--- config.mk ---
export PLATFORM = sky130hd
export DESIGN_NAME = arith_issue_ctrl_flat
export DESIGN_NICKNAME = d
export VERILOG_FILES = /design/src/rtl/arith_pkg.sv /design/src/rtl/arith_issue_ctrl_if.sv /design/src/rtl/arith_regfile.sv /design/src/rtl/arith_issue_ctrl.sv /design/src/flat_wrapper.sv
export SDC_FILE = /design/constraint.sdc
export NUM_CORES = 1
export LEC_CHECK = 0
export ABC_AREA = 0
export ABC_CLOCK_PERIOD_IN_PS = 1890
export BUFFER_PORTS_ARGS = -buffer_cell sky130_fd_sc_hd__buf_2
export CORE_ASPECT_RATIO = 0.8
export CORE_UTILIZATION = 50
export DETAILED_ROUTE_END_ITERATION = 7
export PLACE_DENSITY = 0.76
export SYNTH_ARGS = -nofsm -noshare
export SYNTH_HDL_FRONTEND = slang
export SYNTH_SLANG_ARGS = --single-unit
--- constraint.sdc ---
create_clock -name clk -period 1.89 [get_ports clk]
set_input_delay 0.0945 -clock clk [delete_from_list [all_inputs] [get_ports clk]]
set_output_delay 0.0945 -clock clk [all_outputs]
set_load 0.03 [all_outputs]
--- src/rtl/arith_pkg.sv ---
// Shared definitions for the arithmetic issue controller.
// Widths, datapath opcodes and FSM state encoding.
package arith_pkg;

    localparam int W    = 16;
    localparam int NREG = 4;
    localparam int AW   = 2;
    localparam int REPW = 4;

    localparam logic [2:0] OP_ADD   = 3'b000;
    localparam logic [2:0] OP_ADDC  = 3'b001;
    localparam logic [2:0] OP_SUBN  = 3'b010;
    localparam logic [2:0] OP_SUB   = 3'b011;
    localparam logic [2:0] OP_PASS  = 3'b100;
    localparam logic [2:0] OP_INC   = 3'b101;
    localparam logic [2:0] OP_DEC   = 3'b110;
    localparam logic [2:0] OP_PASS2 = 3'b111;

    typedef enum logic [1:0] {
        ST_IDLE = 2'd0,
        ST_EXEC = 2'd1,
        ST_DONE = 2'd2
    } state_t;

    // Operand B source select resolved at accept time.
    function automatic logic [W-1:0] pick_b(
        input logic         imm_sel,
        input logic [W-1:0] imm,
        input logic [W-1:0] rf_b
    );
        return imm_sel ? imm : rf_b;
    endfunction

endpackage

--- src/rtl/arith_issue_ctrl_if.sv ---
// Command and result handshake bundle.
// master = command producer / result consumer, slave = controller.
interface arith_issue_ctrl_if;
    import arith_pkg::*;

    logic            cmd_valid;
    logic            cmd_ready;
    logic [2:0]      cmd_op;
    logic [AW-1:0]   cmd_ra;
    logic [AW-1:0]   cmd_rb;
    logic            cmd_imm_sel;
    logic [W-1:0]    cmd_imm;
    logic [AW-1:0]   cmd_rd;
    logic [REPW-1:0] cmd_rep;

    logic            res_valid;
    logic            res_ready;
    logic [W-1:0]    res_data;
    logic            res_co;
    logic            res_co_any;

    modport master (
        output cmd_valid, cmd_op, cmd_ra, cmd_rb,
        output cmd_imm_sel, cmd_imm, cmd_rd, cmd_rep,
        input  cmd_ready,
        input  res_valid, res_data, res_co, res_co_any,
        output res_ready
    );

    modport slave (
        input  cmd_valid, cmd_op, cmd_ra, cmd_rb,
        input  cmd_imm_sel, cmd_imm, cmd_rd, cmd_rep,
        output cmd_ready,
        output res_valid, res_data, res_co, res_co_any,
        input  res_ready
    );

endinterface

--- src/rtl/arith_regfile.sv ---
// NREG x W register file: three async read ports,
// one synchronous write port, cleared on reset.
module arith_regfile
    import arith_pkg::*;
(
    input  logic          clk,
    input  logic          rst_n,
    input  logic [AW-1:0] ra_i,
    input  logic [AW-1:0] rb_i,
    input  logic [AW-1:0] dbg_i,
    output logic [W-1:0]  a_o,
    output logic [W-1:0]  b_o,
    output logic [W-1:0]  dbg_o,
    input  logic          we_i,
    input  logic [AW-1:0] waddr_i,
    input  logic [W-1:0]  wdata_i
);

    logic [W-1:0] regs_q [NREG];

    assign a_o   = regs_q[ra_i];
    assign b_o   = regs_q[rb_i];
    assign dbg_o = regs_q[dbg_i];

    // Storage: clear on reset, single write per cycle.
    always_ff @(posedge clk or negedge rst_n) begin
        if (!rst_n) begin
            for (int i = 0; i < NREG; i++) begin
                regs_q[i] <= '0;
            end
        end else if (we_i) begin
            regs_q[waddr_i] <= wdata_i;
        end
    end

endmodule

--- src/rtl/arith_issue_ctrl.sv ---
// Issue/iterate/writeback controller in front of the
// combinational 16-bit arithmetic datapath.
module arith_issue_ctrl
    import arith_pkg::*;
(
    input  logic               clk,
    input  logic               rst_n,
    input  logic               wr_en,
    input  logic [AW-1:0]      wr_addr,
    input  logic [W-1:0]       wr_data,
    input  logic [AW-1:0]      rf_raddr,
    output logic [W-1:0]       rf_rdata,
    arith_issue_ctrl_if.slave  bus,
    output logic [W-1:0]       dp_a,
    output logic [W-1:0]       dp_b,
    output logic [2:0]         dp_opcode,
    input  logic [W-1:0]       dp_y,
    input  logic               dp_co
);

    state_t          state_q;
    logic [W-1:0]    op_a_q;
    logic [W-1:0]    op_b_q;
    logic [2:0]      op_q;
    logic [AW-1:0]   rd_q;
    logic [REPW-1:0] cnt_q;
    logic            first_q;
    logic            co_any_q;
    logic [W-1:0]    acc_q;
    logic            res_valid_q;
    logic [W-1:0]    res_data_q;
    logic            res_co_q;
    logic            res_co_any_q;

    logic [W-1:0]    rf_a;
    logic [W-1:0]    rf_b;
    logic            in_idle;
    logic            in_exec;
    logic            last_d;
    logic            host_we;
    logic            rf_we_d;
    logic [AW-1:0]   rf_waddr_d;
    logic [W-1:0]    rf_wdata_d;

    assign in_idle = (state_q == ST_IDLE);
    assign in_exec = (state_q == ST_EXEC);
    assign last_d  = in_exec && (cnt_q == '0);
    assign host_we = in_idle && wr_en;

    assign bus.cmd_ready  = in_idle;
    assign bus.res_valid  = res_valid_q;
    assign bus.res_data   = res_data_q;
    assign bus.res_co     = res_co_q;
    assign bus.res_co_any = res_co_any_q;

    // Datapath drive is forced to zero outside EXEC.
    always_comb begin
        dp_a      = '0;
        dp_b      = '0;
        dp_opcode = '0;
        if (in_exec) begin
            dp_a      = first_q ? op_a_q : acc_q;
            dp_b      = op_b_q;
            dp_opcode = op_q;
        end
    end

    // Write port mux: final writeback wins; host only in IDLE.
    always_comb begin
        rf_we_d    = 1'b0;
        rf_waddr_d = '0;
        rf_wdata_d = '0;
        unique case (1'b1)
            last_d: begin
                rf_we_d    = 1'b1;
                rf_waddr_d = rd_q;
                rf_wdata_d = dp_y;
            end
            host_we: begin
                rf_we_d    = 1'b1;
                rf_waddr_d = wr_addr;
                rf_wdata_d = wr_data;
            end
            default: begin
                rf_we_d = 1'b0;
            end
        endcase
    end

    arith_regfile u_rf (
        .clk     (clk),
        .rst_n   (rst_n),
        .ra_i    (bus.cmd_ra),
        .rb_i    (bus.cmd_rb),
        .dbg_i   (rf_raddr),
        .a_o     (rf_a),
        .b_o     (rf_b),
        .dbg_o   (rf_rdata),
        .we_i    (rf_we_d),
        .waddr_i (rf_waddr_d),
        .wdata_i (rf_wdata_d)
    );

    // Control FSM with operand latches and registered result.
    always_ff @(posedge clk or negedge rst_n) begin
        if (!rst_n) begin
            state_q      <= ST_IDLE;
            op_a_q       <= '0;
            op_b_q       <= '0;
            op_q         <= '0;
            rd_q         <= '0;
            cnt_q        <= '0;
            first_q      <= 1'b0;
            co_any_q     <= 1'b0;
            acc_q        <= '0;
            res_valid_q  <= 1'b0;
            res_data_q   <= '0;
            res_co_q     <= 1'b0;
            res_co_any_q <= 1'b0;
        end else begin
            unique case (state_q)
                ST_IDLE: begin
                    if (bus.cmd_valid) begin
                        op_a_q   <= rf_a;
                        op_b_q   <= pick_b(bus.cmd_imm_sel,
                                           bus.cmd_imm, rf_b);
                        op_q     <= bus.cmd_op;
                        rd_q     <= bus.cmd_rd;
                        cnt_q    <= bus.cmd_rep;
                        first_q  <= 1'b1;
                        co_any_q <= 1'b0;
                        state_q  <= ST_EXEC;
                    end
                end
                ST_EXEC: begin
                    acc_q    <= dp_y;
                    first_q  <= 1'b0;
                    co_any_q <= co_any_q | dp_co;
                    if (cnt_q == '0) begin
                        res_data_q   <= dp_y;
                        res_co_q     <= dp_co;
                        res_co_any_q <= co_any_q | dp_co;
                        res_valid_q  <= 1'b1;
                        state_q      <= ST_DONE;
                    end else begin
                        cnt_q <= cnt_q - 1'b1;
                    end
                end
                ST_DONE: begin
                    if (bus.res_ready) begin
                        res_valid_q <= 1'b0;
                        state_q     <= ST_IDLE;
                    end
                end
                default: begin
                    state_q <= ST_IDLE;
                end
            endcase
        end
    end

endmodule

--- src/flat_wrapper.sv ---
// flat-port wrapper written by rule: the top's interface ports become plain ports
module arith_issue_ctrl_flat import arith_pkg::*;
  (clk, rst_n, wr_en, wr_addr, wr_data, rf_raddr, rf_rdata, dp_a, dp_b, dp_opcode, dp_y, dp_co, bus_cmd_valid, bus_cmd_op, bus_cmd_ra, bus_cmd_rb, bus_cmd_imm_sel, bus_cmd_imm, bus_cmd_rd, bus_cmd_rep, bus_cmd_ready, bus_res_valid, bus_res_data, bus_res_co, bus_res_co_any, bus_res_ready);
  arith_issue_ctrl_if bus_i ();
  input  logic clk;
  input  logic rst_n;
  input  logic wr_en;
  input  logic [AW-1:0] wr_addr;
  input  logic [W-1:0] wr_data;
  input  logic [AW-1:0] rf_raddr;
  output logic [W-1:0] rf_rdata;
  output logic [W-1:0] dp_a;
  output logic [W-1:0] dp_b;
  output logic [2:0] dp_opcode;
  input  logic [W-1:0] dp_y;
  input  logic dp_co;
  input wire logic [$bits(bus_i.cmd_valid)-1:0] bus_cmd_valid;
  input wire logic [$bits(bus_i.cmd_op)-1:0] bus_cmd_op;
  input wire logic [$bits(bus_i.cmd_ra)-1:0] bus_cmd_ra;
  input wire logic [$bits(bus_i.cmd_rb)-1:0] bus_cmd_rb;
  input wire logic [$bits(bus_i.cmd_imm_sel)-1:0] bus_cmd_imm_sel;
  input wire logic [$bits(bus_i.cmd_imm)-1:0] bus_cmd_imm;
  input wire logic [$bits(bus_i.cmd_rd)-1:0] bus_cmd_rd;
  input wire logic [$bits(bus_i.cmd_rep)-1:0] bus_cmd_rep;
  output wire logic [$bits(bus_i.cmd_ready)-1:0] bus_cmd_ready;
  output wire logic [$bits(bus_i.res_valid)-1:0] bus_res_valid;
  output wire logic [$bits(bus_i.res_data)-1:0] bus_res_data;
  output wire logic [$bits(bus_i.res_co)-1:0] bus_res_co;
  output wire logic [$bits(bus_i.res_co_any)-1:0] bus_res_co_any;
  input wire logic [$bits(bus_i.res_ready)-1:0] bus_res_ready;
  assign bus_i.cmd_valid = bus_cmd_valid;
  assign bus_i.cmd_op = bus_cmd_op;
  assign bus_i.cmd_ra = bus_cmd_ra;
  assign bus_i.cmd_rb = bus_cmd_rb;
  assign bus_i.cmd_imm_sel = bus_cmd_imm_sel;
  assign bus_i.cmd_imm = bus_cmd_imm;
  assign bus_i.cmd_rd = bus_cmd_rd;
  assign bus_i.cmd_rep = bus_cmd_rep;
  assign bus_cmd_ready = bus_i.cmd_ready;
  assign bus_res_valid = bus_i.res_valid;
  assign bus_res_data = bus_i.res_data;
  assign bus_res_co = bus_i.res_co;
  assign bus_res_co_any = bus_i.res_co_any;
  assign bus_i.res_ready = bus_res_ready;
  arith_issue_ctrl u_core (.clk(clk), .rst_n(rst_n), .wr_en(wr_en), .wr_addr(wr_addr), .wr_data(wr_data), .rf_raddr(rf_raddr), .rf_rdata(rf_rdata), .bus(bus_i), .dp_a(dp_a), .dp_b(dp_b), .dp_opcode(dp_opcode), .dp_y(dp_y), .dp_co(dp_co));
endmodule
==> results of run 1 <==
-- synthesized netlist by cell type (all sizes together) --
library cell	n
nor3b	3
nor4	1
dfrtp	144
a221oi	1
clkbuf	24
and2	20
a21oi	54
o21ai	39
or3	1
mux2i	48
xor2	1
inv	21
o22ai	1
nand2	171
nand3	1
buf	30
nor4bb	1
or3b	1
ha	1
a32o	2
nor2	70
mux4	48
nor2b	3
or2	1
o221a	1
a32oi	1
nand2b	1
o211ai	1
a22oi	16
-- state kept, by name, summed over array words and instances (netlist names) --
signal / flops
u_core.op_b_q: 16
u_core.bus.res_co: 1
u_core.bus.res_valid: 1
u_core.op_a_q: 16
u_core.rd_q: 2
u_core.bus.res_data: 16
u_core.co_any_q: 1
u_core.bus.res_co_any: 1
u_core.acc_q: 16
u_core.first_q: 1
u_core.op_q: 3
u_core.cnt_q: 4
u_core.u_rf.regs_q: 64
u_core.state_q: 2
-- placed cells by master, fill, tap and decap left out, drive strengths merged, types with 2 or more instances in the layout --
cell type,netlist,routed
and2,20,20
nand2,171,171
buf,30,185
a22oi,16,16
mux4,48,48
dfrtp,144,144
mux2i,48,48
nor2,70,70
a21oi,54,54
clkinv,0,5
nor3b,3,3
clkbuf,24,23
inv,21,21
nor2b,3,3
o21ai,39,39
a32o,2,2
dlygate4sd3,0,43
clkinvlp,0,3
bufinv,0,2
-- routing by layer --
metal,share of wire,routed length (microns)
met1,0.43,9460
met2,0.46,10100
met3,0.081,1790
met4,0.027,599
met5,0,0
-- power groups by stage --
stage	clock, uW	sequential (uW)	combinational [uW]
after floorplan	0	5630	5350
final	3410	5590	8570
after detailed placement	0	5560	7870
after CTS	3430	5530	8230
after global placement	0	5480	7740
after global routing	3540	5760	9200
-- worst paths after layout --
kind / startpoint / endpoint / slack [ps] / cells after the start
max in group asynchronous: rst_n / u_core.u_rf.regs_q[8] / 1040 / 3
max reg2reg: u_core.cnt_q[0] / u_core.u_rf.regs_q[49] / 5 / 7
max: u_core.cnt_q[0] / u_core.u_rf.regs_q[49] / 5 / 7
min: bus_cmd_imm[11] / u_core.op_b_q[11] / 20 / 3
min reg2reg: u_core.op_q[1] / u_core.op_q[1] / 460 / 2
min in group asynchronous: rst_n / u_core.op_a_q[9] / 180 / 2
-- layout make-up --
class,instances,area (sq um),share of cell area
Sequential cell,144,3610,0.372
Multi-Input combinational cell,488,3500,0.362
Timing Repair Buffer,229,1660,0.172
Clock buffer,22,494,0.0510
Tap cell,184,230,0.0238
Clock inverter,10,108,0.0111
Inverter,21,78.8,0.00814
-- tightest hold or removal path, stage by stage --
cell	delay, ps
buf_2	90
mux2i_1	80
a21oi_1	150
-- stage by stage --
stage	utilization	power, uW	setup TNS, ps	hold slack, ps
after detailed placement	0.590	13400	-368	74.3
after floorplan	-	11000	0	-201
final	0.677	17600	0	18.1
after global routing	0.677	18500	-737	30.7
after global placement	0.590	13200	0	77.0
after CTS	0.669	17200	-1.24	8.28
-- kinds of logic (layout without fill, tap and decap cells) --
group	count (synthesis)	count (layout)
DFF	144	144
muxes	96	96
buffers and inverters	75	282
and+or+nand+nor	274	274
xor gates and xnor gates	1	1
adders and majority gates	1	1
AOI/OAI and AO/OA	116	116
-- timing repair --
item,4_1_cts,5_1_grt
setup endpoints to repair,59,86
resized for setup,14,19
hold endpoints to repair,108,0
hold buffers,43,0
setup buffers,4,5
gates cloned,1,1
pin swaps,0,7
==> summary.md, run 1 <==
| Metric | Value |
|---|---|
| Num CTS Buffers | `17` |
| #FFs+latches synth | `144` |
| Lkg Pwr | `0.00462 uW` |
| Synth warn | `0` |
| Slowest-stage cell, CP | `or3b_4` |
| Final setup fails | `0` |
| Max_cap viols | `0` |
| Clock network power share | `0.194` |
| Clk buf depth | `2` |
| Vias per cell | `5.81` |
| M2 GR Usage | `0.440` |
| Hold Vio Cnt, Final | `0` |
| Status | `finished, final reports clean` |
| Final Critical Period | `1880 ps` |
| Met1 usage | `0.447` |
| Per-cell routed wire length | `20.0 microns` |
| Setup slack at placement | `-92.9 ps` |
| Post-Synth XOR/XNOR Area | `0.00119` |
| Power Density | `1810 mW/mm^2` |
| Port Buffers | `142` |
| Worst setup margin | `5.12 ps` |
| Post-Synth Adder-Cell Area | `0.00170` |
| Die height | `110 microns` |
| Hpwl dp | `13.7 mm` |
| Top cell type by total area after synthesis | `dfrtp_1` |
| Io pins | `143` |
| Crit path max-delay family | `simple AND/OR/NAND/NOR gates` |
| Ranking of synthesized cells by area | `dfrtp_1 (49%), mux4_2 (15%), nand2_1 (8.7%)` |
| Peak VDD IR | `0.00118 V` |
| Skew-Pair Late Insertion Delay | `430 ps` |
| Die Width | `138 microns` |
| Drt drc | `0` |
| Met3 usage | `0.0528` |
| Antenna cells | `0` |
| Mux share of post-synthesis cell area | `0.212` |
| Max Clock Freq | `531 MHz` |
| Flop pwr share | `0.318` |
| Compound-gate portion of the synthesized area | `0.0897` |
| Row cnt | `39` |
| Clock sinks | `144` |
| Syn Area/Cell | `10.4 sq um` |
| Area after DPL | `0.00843 sq mm` |
| Vias in the first global route | `6154` |
| Gr busiest metal | `met1` |
| Post-synth top area share | `0.490` |
| ANT nets after route | `0` |
| Worst setup SP type | `flip-flop` |
| Global-route wire length before repair | `34.1 mm` |
| Initial antenna violation count | `0` |
| CTS tree | `done` |
| GRT Overall Usage | `0.302` |
| Pin count of the biggest net entering global routing | `51` |
| Initial core utilization | `0.514` |
| Tightest Pin Transition | `540 ps` |
| Worst Setup End Kind | `flip-flop` |
| Final WL | `21.9 mm` |
| Fill count | `1029` |
| CP peak stage delay | `420 ps` |
| Worst Path Buf+Inv | `2` |
| Die Area | `0.0152 sq mm` |
| Tightest Hold Check Type | `input port to flip-flop` |
| Internal | `9970 uW` |
| Critical path type | `flip-flop to flip-flop` |
| Worst-path cell chain | `inv_2 > ha_4 > or3b_4 > nor2_8 > o221a_4 > buf_12 > mux2i_1` |
| Part of the cycle the worst path needs | `0.997` |
| Syn_nets | `780` |
| Critical Path Fanout Max | `8` |
| Synth Cell Area | `0.00735 sq mm` |
| Htree depth | `4` |
| Layout cells sized above 1 | `0.324` |
| Post-synthesis simple-gate area fraction | `0.157` |
| Slew headroom | `0.640` |
| Crit path DAT | `2230 ps` |
| Largest family of logic cells by synthesized area | `multiplexers` |
| Area Overhead vs Synth | `31.7%` |
| Placed Cells incl. Taps | `1013` |
| RSZ-0062 raised after global routing | `true` |
| Combinational share of power | `0.488` |
| 1st-iter DRT viols | `648` |
| Core area | `0.0143 sq mm` |
| Register area share after synthesis | `0.490` |
| Cells after Synth | `707` |
| Post-synthesis cell type count | `38` |
| Aggregate global routing overflow | `0` |
| Reg clk slew, reported paths | `60 ps` |
| Via Count | `6380` |
| Final instance area | `0.00968 sq mm` |
| RePlAce Congestion | `0.851` |
| Clock skew | `8.24 ps` |
| DR pass1 iterations | `5` |
| Nets | `974` |
| Clk root buf | `clkbuf_16` |
| Required @ worst endpoint | `2240 ps` |
| Non-Filler Instances | `1098` |
| Psw | `7590 uW` |
| Max Slew Vio Count | `0` |
| Switching Share | `0.432` |
(Power assumes the default switching activity.)
==> run 2, diff against run 1 <==
- MAX_ROUTING_LAYER: not set -> met4
==> run 2 against run 1 <==
Cell count did not move. Sequential power hardly changed. Utilization unchanged. Clock power barely moved. Maximum frequency barely moved. Critical endpoint unchanged.
==> summary.md, run 2 (synthesized netlist as in run 1, its figures left out) <==
| Metric | Value |
|---|---|
| Clock sinks | `144 (unchanged)` |
| Status | `finished, final reports clean` |
| Core area | `0.0143 sq mm (unchanged)` |
| Largest register FFs | `64 (unchanged)` |
| Critical Path Fanout Max | `8 (unchanged)` |
| DR pass1 iterations | `8 (+3)` |
| Vias in the first global route | `6159 (+0.081%)` |
| Row cnt | `39 (unchanged)` |
| Max_cap viols | `0 (unchanged)` |
| Reg clk slew, reported paths | `60 ps (about the same)` |
| Pin count of the biggest net entering global routing | `51 (unchanged)` |
| Clk root buf | `clkbuf_16` |
| Drt drc | `0 (unchanged)` |
| Final WL | `22.0 mm (+0.36%)` |
| Hpwl dp | `13.7 mm (unchanged)` |
| Initial core utilization | `0.514 (unchanged)` |
| GRT Overall Usage | `0.311 (+0.00864)` |
| Per-cell routed wire length | `20.0 microns (+0.36%)` |
| Worst reg2reg path startpoint | `u_core.cnt_q[0]` |
| Capture point of the worst path | `u_core.u_rf.regs_q[49]` |
| Tightest Hold Check Type | `input port to flip-flop` |
| Skew-Pair Late Insertion Delay | `430 ps (about the same)` |
| Layout cells sized above 1 | `0.324 (unchanged)` |
| Antenna cells | `0 (unchanged)` |
| Switching Share | `0.433 (about the same)` |
| Die height | `110 microns (unchanged)` |
| Via Count | `6363 (-0.27%)` |
| Post-Route Setup TNS | `0 ps (unchanged)` |
| Tightest Pin Transition | `547 ps (+6.22 ps)` |
| Num CTS Buffers | `17 (unchanged)` |
| Required @ worst endpoint | `2240 ps (about the same)` |
| Worst Setup End Kind | `flip-flop` |
| 1st-iter DRT viols | `731 (+13%)` |
| CTS tree | `done` |
| Slew headroom | `0.636 (-0.00414)` |
| RSZ-0062 raised after global routing | `true` |
| Internal | `9970 uW (about the same)` |
| Critical path type | `flip-flop to flip-flop` |
| Io pins | `143 (unchanged)` |
| Commonest cells after routing, fill and taps aside | `nand2_1 (171), dfrtp_1 (142), buf_2 (140)` |
| RePlAce Congestion | `0.864 (+1.6%)` |
| Combinational share of power | `0.487 (about the same)` |
| Peak VDD IR | `0.00120 V (+1.2%)` |
| Vias per cell | `5.80 (-0.27%)` |
| Final instance area | `0.00968 sq mm (unchanged)` |
| Aggregate global routing overflow | `0 (unchanged)` |
| Part of the cycle the worst path needs | `0.998 (about the same)` |
| Lkg Pwr | `0.00462 uW (about the same)` |
| Htree depth | `4 (unchanged)` |
| Worst R2R Path Depth | `7 (unchanged)` |
| Port Buffers | `142 (unchanged)` |
| Power Density | `1810 mW/mm^2 (about the same)` |
| Final setup fails | `0 (unchanged)` |
| Biggest register | `u_core.u_rf.regs_q` |
| Final Critical Period | `1890 ps (+1.74 ps)` |
| Area after DPL | `0.00843 sq mm (unchanged)` |
| Commonest non-fill, non-tap cell in the layout | `nand2_1` |
| Crit path launch | `u_core.cnt_q[0]` |
| Initial antenna violation count | `0 (unchanged)` |
| Clock network power share | `0.195 (about the same)` |
| Hold Vio Cnt, Final | `0 (unchanged)` |
| Worst setup SP type | `flip-flop` |
| Clock skew | `8.25 ps (+0.00855 ps)` |
| Flop pwr share | `0.318 (about the same)` |
| R2r setup slk | `3 ps (about the same)` |
| Crit path DAT | `2230 ps (about the same)` |
| Max Slew Vio Count | `0 (unchanged)` |
| Die Area | `0.0152 sq mm (unchanged)` |
| ANT nets after route | `0 (unchanged)` |
| Max Clock Freq | `530 MHz (about the same)` |
| Worst r2r dst | `u_core.u_rf.regs_q[49]` |
| Die Width | `138 microns (unchanged)` |
| Area Overhead vs Synth | `31.7% (unchanged)` |
| Nets | `974 (unchanged)` |
| Psw | `7600 uW (+0.14%)` |
| Clk buf depth | `2 (unchanged)` |
| Global-route wire length before repair | `34.0 mm (-0.12%)` |
==> run 2: cell counts in the layout (fill, tap and decap cells not counted) <==
No cell type changed its count.
==> run 2: area by class of cell <==
cell class,instances,area [sq um]
Clock inverter,10,108
Sequential cell,144,3610
Clock buffer,22,494
Fill cell,1026,4610
Tap cell,184,230
Timing Repair Buffer,229,1660
Inverter,21,78.8
Multi-Input combinational cell,488,3500
==> run 2: timing repair <==
| action | in CTS | in global routing |
|---|---|---|
| hold buffers | 43 | 0 |
| hold endpoints to repair | 108 | 0 |
| pin swaps | 0 | 5 |
| setup endpoints to repair | 59 | 85 |
| gates resized for setup | 14 | 20 |
| setup buffers | 4 | 5 |
| cloned | 1 | 1 |
==> run 2: routing by layer <==
metal	global-route usage	part of all wire	up-vias
met5	-	0	-
met2	0.441	0.46	289
met3	0.0528	0.077	47
li1	-	-	2824
met1	0.445	0.43	3203
met4	0.122	0.029	0
==> run 2: worst min-delay path by stage <==
stage	slack [ps]	cells past startpoint	endpoint	start
finish	20	3	u_core.op_b_q[11]	bus_cmd_imm[11]
global placement	80	1	u_core.acc_q[6]	rst_n
global route	30	3	u_core.op_b_q[11]	bus_cmd_imm[11]
CTS	8	3	u_core.op_b_q[11]	bus_cmd_imm[11]
floorplan	-200	0	u_core.acc_q[0]	rst_n
detailed placement	70	1	u_core.acc_q[9]	rst_n
==> run 2: stage by stage <==
stage	hold slack (ps)	total power [uW]	cells	setup slack [ps]	util
floorplan	-201	11000	707	26.6	-
global placement	77.0	13200	1013	1.70	0.590
detailed placement	74.3	13400	1013	-92.9	0.590
CTS	8.28	17200	1092	-1.24	0.669
global route	30.7	18500	1098	-49.3	0.677
finish	18.3	17600	1098	3.38	0.677
==> run 2: critical path: stages, from the launching register on <==
cell and delay (ps):
dfrtp_1 400, inv_2 90, ha_4 130, or3b_4 420, nor2_8 130, o221a_4 260
buf_12 160, mux2i_1 200
==> run 2: power by group through the flow <==
stage	Clock, uW	Combinational [uW]	Sequential, uW
2_1_floorplan	0	5350	5630
3_3_place_gp	0	7740	5480
3_5_place_dp	0	7870	5560
4_1_cts	3430	8230	5530
5_1_grt	3540	9200	5760
6_report	3420	8560	5590
==> run 3, diff against run 2 <==
- HOLD_SLACK_MARGIN: not set -> 0.15
==> run 3 against run 2 <==
The run now ends with setup timing left. Clock skew barely moved. Setup slack got worse by 22 ps. Die area unchanged. Register-to-register slack lost 20 ps. Sequential power is essentially flat. Clock power hardly changed. Sequential share of layout area down 0.59 points. Critical endpoint is now u_core.u_rf.regs_q[60]. Largest power group unchanged. Highest routed layer unchanged.
==> summary.md, run 3 (synthesized netlist as in run 1, its figures left out) <==
| Metric | Value |
|---|---|
| Part of the cycle the worst path needs | `1.01 (+0.0116)` |
| Combinational share of power | `0.490 (+0.003)` |
| Io pins | `143 (unchanged)` |
| Worst r2r dst | `u_core.u_rf.regs_q[60]` |
| Power Density | `1800 mW/mm^2 (-1.1%)` |
| DR pass1 iterations | `6 (-2)` |
| Crit path launch | `u_core.cnt_q[0]` |
| Row cnt | `39 (unchanged)` |
| Area after DPL | `0.00843 sq mm (unchanged)` |
| Lkg Pwr | `0.00468 uW (+1.2%)` |
| Hold path start | `wr_data[8]` |
| Non-Filler Instances | `1111 (+1.2%)` |
| Final WL | `22.4 mm (+1.8%)` |
| Critical Path Fanout Max | `8 (unchanged)` |
| ANT nets after route | `0 (unchanged)` |
| Switching Share | `0.433 (+0.000754)` |
| Worst setup SP type | `flip-flop` |
| Internal | `10000 uW (+0.38%)` |
| Pin count of the biggest net entering global routing | `51 (unchanged)` |
| Max Clock Freq | `524 MHz (-1.2%)` |
| CTS tree | `done` |
| Layout cells sized above 1 | `0.327 (+0.00301)` |
| Tightest Hold Check Type | `input port to flip-flop` |
| Placed Cells incl. Taps | `1013 (unchanged)` |
| Nets | `987 (+1.3%)` |
| GRT Overall Usage | `0.317 (+0.00607)` |
| Port Buffers | `142 (unchanged)` |
| Largest register FFs | `64 (unchanged)` |
| Skew-Pair Late Insertion Delay | `430 ps (about the same)` |
| Die height | `110 microns (unchanged)` |
| Clock skew | `7.95 ps (-0.293 ps)` |
| Power, Total | `17700 uW (+0.51%)` |
| Htree depth | `4 (unchanged)` |
| Commonest non-fill, non-tap cell in the layout | `nand2_1` |
| Critical path type | `flip-flop to flip-flop` |
| Num CTS Buffers | `17 (unchanged)` |
| Hpwl dp | `13.7 mm (unchanged)` |
| Tightest Pin Transition | `545 ps (-1.14 ps)` |
| Psw | `7650 uW (+0.69%)` |
| Max_cap viols | `0 (unchanged)` |
| Crit path DAT | `2260 ps (+30 ps)` |
| Per-cell routed wire length | `20.2 microns (+0.64%)` |
| Vias per cell | `5.82 (+0.46%)` |
| Vias in the first global route | `6301 (+2.3%)` |
| Drt drc | `0 (unchanged)` |
| R2r setup slk | `-20 ps (-20 ps)` |
| Worst R2R Path Depth | `7 (unchanged)` |
| Core area | `0.0143 sq mm (unchanged)` |
| Final Critical Period | `1910 ps (+22.0 ps)` |
| Worst setup margin | `-18.6 ps (-22.0 ps)` |
| Area Overhead vs Synth | `33.8%` |
| Fill count | `989 (-3.6%)` |
| Aggregate global routing overflow | `0 (unchanged)` |
| Slew headroom | `0.636 (+0.000762)` |
| Peak VDD IR | `0.00119 V (-0.45%)` |
| Worst reg2reg path startpoint | `u_core.cnt_q[0]` |
| Clock sinks | `144 (unchanged)` |
| Biggest register | `u_core.u_rf.regs_q` |
| Hold Vio Cnt, Final | `0 (unchanged)` |
| Via Count | `6468 (+1.7%)` |
| Die Width | `138 microns (unchanged)` |
| Final setup fails | `5 (+5)` |
| Die Area | `0.0152 sq mm (unchanged)` |
| Failing checks | `setup timing` |
| 1st-iter DRT viols | `633 (-13%)` |
| Status | `complete, but fails checks` |
| Commonest cells after routing, fill and taps aside | `nand2_1 (171), dfrtp_1 (142), buf_2 (140)` |
| Flop pwr share | `0.317 (about the same)` |
| Clk root buf | `clkbuf_16` |
| Global-route wire length before repair | `34.9 mm (+2.7%)` |
| RePlAce Congestion | `0.864 (unchanged)` |
| Final instance area | `0.00984 sq mm (+1.6%)` |
| Capture point of the worst path | `u_core.u_rf.regs_q[60]` |
| Worst Setup End Kind | `flip-flop` |
| Clk buf depth | `2 (unchanged)` |
| Antenna cells | `0 (unchanged)` |
| RSZ-0062 raised after global routing | `true` |
| Initial core utilization | `0.514 (unchanged)` |
| Clock network power share | `0.193 (-0.002)` |
| Reg clk slew, reported paths | `60 ps (about the same)` |
| Max Slew Vio Count | `0 (unchanged)` |
| Required @ worst endpoint | `2240 ps (about the same)` |
| Initial antenna violation count | `0 (unchanged)` |
## run 3: changes by cell type in the layout (fill, tap and decap cells not counted)
| cell | previous run | this run |
|---|---|---|
| o21ai_0 | 22 | 25 |
| a22oi_1 | 8 | 9 |
| dlygate4sd3_1 | 43 | 56 |
| a21oi_2 | 2 | 9 |
| a22oi_2 | 8 | 7 |
| a21oi_1 | 52 | 45 |
| o21ai_2 | 2 | 3 |
| o21ai_1 | 15 | 11 |
## run 3: how the worst min path moves through the flow
stage	endpoint	depth (start not counted)
after global placement	u_core.acc_q[6]	1
after floorplan	u_core.acc_q[0]	0
after CTS	u_core.u_rf.regs_q[40]	4
after global routing	u_core.u_rf.regs_q[40]	4
final	u_core.u_rf.regs_q[40]	4
after detailed placement	u_core.acc_q[9]	1
## run 3: layout make-up
cell class | instances | area [sq um] | area share
clock buffers | 22 | 494 | 0.0502
inverters | 21 | 78.8 | 0.00801
repair buffers | 242 | 1790 | 0.182
well taps | 184 | 230 | 0.0234
multi-input cells | 488 | 3530 | 0.359
clock inverters | 10 | 108 | 0.0109
flip-flops and latches | 144 | 3610 | 0.366
## run 3: timing repair
action,4_1_cts,5_1_grt
pin swaps,0,5
setup buffers,4,5
hold buffers,56,0
endpoints found under the hold margin,243,0
cloned,1,1
endpoints found under the setup margin,59,83
resized for setup,14,24
## run 3: worst max-delay path, stage by stage (launching register included)
cell	delay (ps)
dfrtp_1	390
inv_2	90
ha_4	130
or3b_4	420
nor2_8	150
o221a_4	260
buf_12	160
mux2i_1	210
## run 3: stage by stage
stage	utilization	worst slack, ps	hold slack [ps]	setup TNS, ps
6_report	0.688	-18.6	140	-50.1
5_1_grt	0.688	-76.9	166	-1580
4_1_cts	0.678	-1.24	155	-1.24
3_5_place_dp	0.590	-92.9	74.3	-368
3_3_place_gp	0.590	1.70	77.0	0
2_1_floorplan	-	26.6	-201	0
## run 3: per-layer routing
layer	GRT usage	share of wire	wire length, microns	vias up
li1	-	-	-	2856
met1	0.448	0.43	9570	3222
met4	0.120	0.030	678	0
met2	0.459	0.47	10400	345
met3	0.0523	0.077	1740	45
met5	-	0	0	-
## run 3: power by group through the flow
stage               clock [uW]  sequential, uW  combinational, uW
floorplan                    0            5630               5350
global placement             0            5480               7740
detailed placement           0            5560               7870
CTS                       3430            5530               8250
global route              3540            5770               9290
finish                    3400            5600               8660
